==> src/rtl/div_pkg.sv <==
// Shared definitions for the sequential restoring divider:
// operand width, default tag width, FSM states and the divide-by-zero quotient.
package div_pkg;

  localparam int DIV_W = 16;
  localparam int TAG_W_DEFAULT = 4;

  typedef enum logic [1:0] {
    IDLE = 2'd0,
    RUN  = 2'd1,
    DONE = 2'd2
  } state_t;

  localparam logic [DIV_W-1:0] DIV0_QUOT = 16'hFFFF;

endpackage

==> src/rtl/div_sub17.sv <==
// Combinational (W+1)-bit trial subtractor t - {0,divisor}, formed as t + ~divisor + 1
// so the bit cells match the generate/propagate cells of the lookahead adder.
module div_sub17
  import div_pkg::*;
#(
  parameter int W = DIV_W
) (
  input  logic [W:0]   t,
  input  logic [W-1:0] divisor,
  output logic [W-1:0] diff,
  output logic         borrow
);

  logic [W:0]   b_inv;
  logic [W+1:0] carry;
  logic [W:0]   gen;
  logic [W:0]   prop;

  assign b_inv    = ~{1'b0, divisor};
  assign carry[0] = 1'b1;

  generate
    for (genvar gi = 0; gi <= W; gi++) begin : g_cell
      assign gen[gi]      = t[gi] & b_inv[gi];
      assign prop[gi]     = t[gi] ^ b_inv[gi];
      assign carry[gi+1]  = gen[gi] | (prop[gi] & carry[gi]);
    end
    for (genvar gi = 0; gi < W; gi++) begin : g_sum
      assign diff[gi] = prop[gi] ^ carry[gi];
    end
  endgenerate

  // No carry out of the top bit means t < divisor.
  assign borrow = ~carry[W+1];

endmodule

==> src/rtl/div16_seq.sv <==
// Sequential 16-bit unsigned restoring divider: one quotient bit per cycle,
// valid/ready issue and writeback handshakes, tag carried through.
module div16_seq
  import div_pkg::*;
#(
  parameter int WIDTH = DIV_W,
  parameter int TAG_W = TAG_W_DEFAULT
) (
  input  logic             clk,
  input  logic             rst,
  input  logic             in_valid,
  output logic             in_ready,
  input  logic [WIDTH-1:0] in_dividend,
  input  logic [WIDTH-1:0] in_divisor,
  input  logic [TAG_W-1:0] in_tag,
  output logic             out_valid,
  input  logic             out_ready,
  output logic [WIDTH-1:0] out_quotient,
  output logic [WIDTH-1:0] out_remainder,
  output logic [TAG_W-1:0] out_tag,
  output logic             out_div0,
  output logic             busy
);

  state_t             state_reg;
  state_t             state_next;
  logic [4:0]         cnt_reg;
  logic [WIDTH-1:0]   rem_reg;
  logic [WIDTH-1:0]   q_reg;
  logic [WIDTH-1:0]   divisor_reg;
  logic [TAG_W-1:0]   tag_reg;
  logic               div0_reg;

  logic               accept;
  logic [WIDTH:0]     trial;
  logic [WIDTH-1:0]   diff;
  logic               borrow;

  assign accept = in_valid && (state_reg == IDLE);
  assign trial  = {rem_reg, q_reg[WIDTH-1]};

  div_sub17 #(.W(WIDTH)) u_sub (
    .t       (trial),
    .divisor (divisor_reg),
    .diff    (diff),
    .borrow  (borrow)
  );

  always_ff @(posedge clk) begin
    if (rst) begin
      state_reg <= IDLE;
    end else begin
      state_reg <= state_next;
    end
  end

  // Divide-by-zero also passes through one RUN cycle, giving its 1-cycle latency.
  always_comb begin
    state_next = state_reg;
    case (state_reg)
      IDLE: if (accept) state_next = RUN;
      RUN:  if (div0_reg || cnt_reg == 5'(WIDTH - 1)) state_next = DONE;
      DONE: if (out_ready) state_next = IDLE;
      default: state_next = IDLE;
    endcase
  end

  always_comb begin
    in_ready  = (state_reg == IDLE);
    out_valid = (state_reg == DONE);
    busy      = (state_reg != IDLE);
  end

  // The partial remainder stays below the divisor, so 16 bits hold it between steps.
  always_ff @(posedge clk) begin
    if (rst) begin
      cnt_reg     <= '0;
      rem_reg     <= '0;
      q_reg       <= '0;
      divisor_reg <= '0;
      tag_reg     <= '0;
      div0_reg    <= 1'b0;
    end else if (accept) begin
      tag_reg <= in_tag;
      cnt_reg <= '0;
      if (in_divisor == '0) begin
        div0_reg    <= 1'b1;
        divisor_reg <= '0;
        q_reg       <= DIV0_QUOT;
        rem_reg     <= in_dividend;
      end else begin
        div0_reg    <= 1'b0;
        divisor_reg <= in_divisor;
        q_reg       <= in_dividend;
        rem_reg     <= '0;
      end
    end else if (state_reg == RUN && !div0_reg) begin
      rem_reg <= borrow ? trial[WIDTH-1:0] : diff;
      q_reg   <= {q_reg[WIDTH-2:0], ~borrow};
      cnt_reg <= cnt_reg + 5'd1;
    end
  end

  assign out_quotient  = q_reg;
  assign out_remainder = rem_reg;
  assign out_tag       = tag_reg;
  assign out_div0      = div0_reg;

endmodule
==> config.mk <==
export PLATFORM = sky130hd
export DESIGN_NAME = div16_seq
export DESIGN_NICKNAME = d
export VERILOG_FILES = /design/src/rtl/div_pkg.sv /design/src/rtl/div_sub17.sv /design/src/rtl/div16_seq.sv
export SDC_FILE = /design/constraint.sdc
export NUM_CORES = 1
export LEC_CHECK = 0
export CAP_MARGIN = 20
export CORE_MARGIN = 8
export CORE_UTILIZATION = 44
export DETAILED_ROUTE_END_ITERATION = 10
export GPL_TIMING_DRIVEN = 0
export PLACE_DENSITY_LB_ADDON = 0.08
export SLEW_MARGIN = 20
export SYNTH_ARGS = -nofsm -noshare
export SYNTH_HDL_FRONTEND = slang
export SYNTH_SLANG_ARGS = --single-unit
==> constraint.sdc <==
create_clock -name clk -period 7.3 [get_ports clk]
set_clock_uncertainty 0.05 [all_clocks]
set_input_delay 1.095 -clock clk [delete_from_list [all_inputs] [get_ports clk]]
set_output_delay 1.095 -clock clk [all_outputs]
set_load 0.05 [all_outputs]
# Word level (Yosys, flattened, before mapping)
# Cells that the tools add are included.
# Widths: inputs -> output; s select.
[word_totals]
reg_bits = 60
input_bits = 40
wordCells = 121
[op_classes]
add_sub_neg = 1
eq_ne = 6
muxes = 13
bitwise = 84
reduce_logical = 10
[ops]
columns = ["op", "n"]
rows = [
  ["$mux 16", 8],
  ["$and 1x1->1", 33],
  ["$xor 1x1->1", 32],
  ["$not 16->17", 1],
  ["$or 1x1->1", 17],
  ["$logic_not 16->1", 1],
  ["$mux 2", 3],
  ["$pmux 2 s3", 1],
  ["$add 5x1->5 const B", 1],
  ["$eq 5x4->1 const B", 1],
  ["$ne 2x1->1 const B", 2],
  ["$reduce_bool 2->1", 2],
  ["$reduce_and 3->1", 1],
  ["$eq 2x1->1 const B", 1],
  ["$eq 2x2->1 const B", 1],
  ["$logic_and 1x1->1", 2],
  ["$logic_not 2->1", 1],
  ["$ne 2x2->1 const B", 1],
  ["$reduce_or 2->1", 1],
  ["$logic_not 1->1", 1],
  ["$logic_or 1x1->1", 1],
  ["$mux 1", 1],
  ["$not 1->1", 1],
]

# Depth between registers and ports, before layout
# Gate-level depths: netlist (run 1).
[logic_depth]
word_depth = 38
mapped_depth = 24

# Cells and area by module
# A second synthesis (run 1) with hierarchy kept.
[unflattened]
hier_cells = 374
hier_area_um2 = 3180.6
[modules_own_cells]
columns = ["mod", "instances", "cells_per_inst", "area_each_um2", "seq_area_each_um2"]
rows = [
  ["div16_seq", 1, 325, 2733.9, 1201.2],
  ["div_sub17", 1, 49, 446.7, 0.0],
]

# Worst setup path after synthesis (run 1)
# OpenSTA, ideal clock, no wires.
[synth_timing]
kind = "flip-flop to flip-flop"
from = "register q_reg[15], in the netlist out_quotient[15]"
to = "register rem_reg[5], in the netlist out_remainder[5]"
setup_time_ns = 0.112
arrival_time_ns = 7.290
required_ns = 7.138
path_slack_ns = -0.152
path_stages_with_launch = 24
path_buffers = 2
path_cell_list = "dfxtp_1 -> inv_1 -> ha_1 -> fa_1 -> fa_1 -> fa_1 -> fa_1 -> fa_1 -> fa_1 -> fa_1 -> fa_1 -> fa_1 -> fa_1 -> fa_1 -> fa_1 -> fa_1 -> fa_1 -> inv_1 -> fa_1 -> or2_1 -> clkbuf_1 -> buf_2 -> o21ai_1 -> a2111oi_1"
[synth_between]
elab_chain_len = 37
elab_cells_between_ends = 39
[synth_lines]
columns = ["element", "line_no", "source"]
rows = [
  ["from (decl)", "div16_seq.sv:29", "logic [WIDTH-1:0] q_reg;"],
  ["from (signal assigned)", "div16_seq.sv:94", "q_reg <= in_dividend;"],
  ["from (signal assigned)", "div16_seq.sv:99", "q_reg <= {q_reg[WIDTH-2:0], ~borrow};"],
  ["$and 1x1->1 or $xor 1x1->1 (tied branches)", "div_sub17.sv:24, div_sub17.sv:25", ""],
  ["$or 1x1->1 *", "div_sub17.sv:26", "assign carry[gi+1] = gen[gi] | (prop[gi] & carry[gi]);"],
  ["$and 1x1->1 *", "div_sub17.sv:26", ""],
  ["$or 1x1->1 *", "div_sub17.sv:26", ""],
  ["$and 1x1->1 *", "div_sub17.sv:26", ""],
  ["$or 1x1->1 *", "div_sub17.sv:26", ""],
  ["$and 1x1->1 *", "div_sub17.sv:26", ""],
  ["$or 1x1->1 *", "div_sub17.sv:26", ""],
  ["[21 not listed]", "--", ""],
  ["$or 1x1->1", "div_sub17.sv:26", ""],
  ["$and 1x1->1", "div_sub17.sv:26", ""],
  ["$or 1x1->1", "div_sub17.sv:26", ""],
  ["$and 1x1->1", "div_sub17.sv:26", ""],
  ["$or 1x1->1", "div_sub17.sv:26", ""],
  ["$mux 16 *", "div16_seq.sv:98", "rem_reg <= borrow ? trial[WIDTH-1:0] : diff;"],
  ["$mux 16 *", "div16_seq.sv:97", "end else if (state_reg == RUN && !div0_reg) begin"],
  ["$mux 16 *", "div16_seq.sv:83", "end else if (accept) begin"],
  ["to (signal assigned)", "div16_seq.sv:90", "rem_reg <= in_dividend;"],
  ["to (signal assigned)", "div16_seq.sv:98", ""],
  ["to (decl)", "div16_seq.sv:28", "logic [WIDTH-1:0] rem_reg;"],
]
# Every way passes the cells marked *; elsewhere a longest branch is shown, timed or not. The select of a mux whose other input is x is not followed.
# A chain may end at the register's enable or synchronous reset.

# Worst setup path in the final report (run 1)
# Same ends and word-level chain as after synthesis.

==> results of run 1 <==
-- worst max path at each step --
| stage | startpoint | end |
|---|---|---|
| final | out_quotient[15] | out_remainder[5] |
| after global routing | out_quotient[15] | out_remainder[0] |
| after CTS | out_quotient[15] | out_remainder[9] |
| after detailed placement | out_quotient[15] | out_remainder[11] |
| after global placement | out_quotient[15] | out_remainder[11] |
| after floorplan | out_quotient[15] | out_remainder[5] |
-- worst max-delay path, stage by stage, from the launching register on --
cell	delay [ns]
dfxtp_4	0.37
inv_1	0.06
ha_1	0.22
fa_1	0.39
fa_2	0.36
fa_2	0.34
fa_1	0.39
fa_1	0.38
fa_1	0.40
fa_2	0.36
fa_1	0.38
fa_1	0.39
fa_2	0.36
fa_1	0.39
fa_1	0.39
fa_1	0.41
fa_1	0.39
inv_1	0.08
fa_1	0.16
or2_4	0.15
buf_6	0.14
o21ai_1	0.06
a2111oi_1	0.36
-- kinds of logic after synthesis --
| logic type | Yosys count |
|---|---|
| buffers and inverters | 50 |
| DFF | 60 |
| adders and majority gates | 18 |
| and+or+nand+nor | 131 |
| AOI/OAI and AO/OA | 96 |
| xor gates and xnor gates | 3 |
| muxes | 2 |
-- repair_timing --
| item | in CTS | in global routing |
|---|---|---|
| hold buffers | 0 | 0 |
| pin swaps | 1 | 0 |
| endpoints found under the setup margin | 17 | 17 |
| resized for setup | 6 | 10 |
| buffers inserted | 0 | 0 |
-- power by group through the flow --
| stage | clock network (µW) | registers (µW) | logic (µW) |
|---|---|---|---|
| global placement | 0 | 387 | 327 |
| floorplan | 0 | 450 | 155 |
| CTS | 270 | 380 | 338 |
| detailed placement | 0 | 387 | 331 |
| global route | 282 | 384 | 375 |
| finish | 264 | 380 | 345 |
-- per-stage QoR --
step	TNS (ns)	util	area, µm²	hold slack [ns]	setup WS (ns)
2_1_floorplan	0	-	3050	0.386	0.0279
3_3_place_gp	-1.27	0.582	3930	0.393	-0.155
3_5_place_dp	-3.27	0.582	3930	0.399	-0.250
4_1_cts	0	0.609	4110	0.408	0.0165
5_1_grt	-0.000658	0.613	4140	0.440	-0.000658
6_report	0	0.613	4140	0.406	0.209
-- cells in the final DEF (no fill, tap or decap), types with 2 or more instances in the layout --
cell type	count
clkdlybuf4s50_1	78
nand2_1	73
dfxtp_1	58
a21oi_1	40
nor2_1	28
inv_1	20
clkbuf_1	12
buf_2	11
a31oi_1	11
fa_1	11
clkbuf_8	11
o211ai_1	9
nand2b_1	7
o21a_1	7
o21ai_1	6
o221a_2	6
nor3_1	5
a211oi_1	5
nor4_1	4
nand3_1	4
fa_2	4
buf_6	3
a2111oi_2	3
o221a_1	3
a2111oi_1	3
ha_1	3
buf_4	2
xor2_1	2
clkinv_2	2
-- routing by layer --
metal,track usage,up-vias,share of wire
met5,0,-,0
li1,-,1414,-
met3,0.0566,8,0.053
met2,0.318,82,0.49
met1,0.217,1380,0.44
met4,0.0536,0,0.012
-- final cells by class --
cell class | instances | area [µm²] | area share
multi-input combinational | 250 | 1630 | 0.393
clock inverter | 2 | 10.0 | 0.00242
tap | 80 | 100 | 0.0242
inverter | 20 | 75.1 | 0.0181
buffer | 29 | 184 | 0.0444
sequential | 60 | 1210 | 0.291
timing repair buffer | 78 | 781 | 0.188
clock buffer | 13 | 159 | 0.0384
==> summary.txt, run 1 <==
Status
  • Run status: completed

Critical path
  • Startpoint types: register
  • Worst Path Arrival: 7.26 ns
  • Count of cells along the worst register-to-register path: 22
  • Biggest fanout along the worst timing path: 10
  • Destination of the worst register-to-register timing path: out_remainder[5]
  • Startpoint of the worst register-to-register path: out_quotient[15]
  • Required time worst endpoint: 7.47 ns
  • Kind of critical path: reg2reg
  • Kind of capture point of the worst setup path: register
  • Flop-to-flop setup slack: 0.21 ns

Hold path
  • Path type of the worst min-delay path: reg2reg
  • Endpoint, Worst Hold: divisor_reg[15]
  • Hold Startpoint: divisor_reg[15]
  • Worst hold path depth: 2

Yosys
  • Cell area after synthesis: 0.00305 mm²
  • Primary flip-flop cell chosen by synthesis mapping: dfxtp_1
  • Count of unique library cells instantiated by Yosys: 42
  • Most common cell in the synthesized netlist: nand2_1
  • Dominant combinational cell family by area after synthesis: compound AO/OA/AOI/OAI gates
  • Commonest cells in the synthesized netlist: nand2_1, dfxtp_1, a21oi_1
  • Sequential share of the synthesized area: 0.394
  • Mean post-synth cell area: about 8.5 µm²
  • Fraction of registers with async set or reset after synthesis: 0
  • Synthesized instance count: 360
  • Cell taking the most area after synthesis: dfxtp_1
  • Top post-synthesis cells by area: dfxtp_1, fa_1, nand2_1
  • Area share of xor/xnor cells in the synthesized design: 0.00862
  • Number of nets in the synthesized netlist: 418
  • Fraction of post-synthesis cell area in the top cell type by area: 0.394
  • Share of the synthesized area in compound gates (AO/OA/AOI/OAI): 0.210
  • Ys Warns: 0
  • Fraction of synthesized area in multiplexers: 0.00698
  • Count of state elements after synthesis: 60
  • Post-synth EDFFs: 0
  • Simple-gate share of the synthesized area: 0.188
  • Arithmetic-cell share of the synthesized area counting full adders, half adders and majority gates: 0.111

STA
  • Final count of hold timing violations: 0
  • Transition time of the tightest slew-check pin: around 0.56 ns
  • Slew margin rel.: 0.630
  • Number of setup violations in the final report: 0
  • Achievable clock frequency: 0.141 GHz
  • Ratio of final minimum period to clock period: 0.971
  • Final max-slew violation count: 0
  • Clock period minus worst slack: 7.09 ns

Power
  • Leakage Power: approximately 0.0016 µW
  • Power density over cell area: 239 mW/mm²
  • Largest vdd supply drop: 0.129 mV
  • Part of the total power dissipated in sequential elements: 0.385
  • PnR Total Power: 989 µW
  • Combinational power share: 0.349
  • Switch share: 0.359
  • Internal cell power: 634 µW
  • Portion of total power attributed to the clock network: 0.267
  • Switching Power: 355 µW

Placement
  • Number of port buffers: 78
  • Routability cong.: 0.834
  • Inst Count DP: 518
  • HPWL after detailed placement: 6.75 mm

Clock tree
  • CTS HTree Levels: 3
  • Clock latency reported for the late side of the worst-skew pair: 0.33 ns
  • Clock tree from TritonCTS: yes
  • Cts bufs inserted: 9
  • Post-CTS clock slew at the launch and capture registers of the worst setup and hold paths: approximately 0.060 ns
  • Clk sinks: 60
  • Cell at the root of the clock tree: clkbuf_8
  • Max Root-Sink Buffers: 2

Global route
  • Number of global-route vias before repair: 2924
  • Global route overflow: 0
  • First-pass GRT wire length: between 10 and 15 mm
  • Initial antenna violation count: 0
  • Pin count of the biggest net entering global routing: 11
  • Tot GR Track Use: 0.185

Routing
  • Aggregate routed wire length: 8.97 mm
  • Average wire length per cell after detail routing: between 15 and 20 µm
  • Count of antenna-violating nets left after detailed routing: 0
  • Router iterations before antenna repair: 4
  • Initial DRC count: 113
  • Via count of the routed design: just under 3000
  • Detailed-route DRC error count: 0
  • Post-DR vias/cell: 5.42

Finish
  • Number of nets in the layout: slightly above 500
  • Fraction of layout cells with a size suffix above 1: 0.115
  • Non-filler instance count after layout: 532
  • ANT cells: 0
  • Layout-stage area growth over the synthesis result: 35.9%
  • Number of filler instances in the final layout: 618

Floorplan
  • Vertical die dimension: 99.2 µm
  • Die Width: around 99 µm
  • Standard-cell row count: 30
  • # IOs: 80
  • Die area: 0.00985 mm²
  • Core region area: about 0.0068 mm²
  • Initial Util: 0.451

Run
  • Max capacitance violation total: 0
Power figures use the tool's default switching activity.
==> inputs of run 2 (changes only) <==
TNS_END_PERCENT = 50   (was not set)
==> results of run 2 <==
No change in the layout: final DEF, timing and power equal those of run 1.
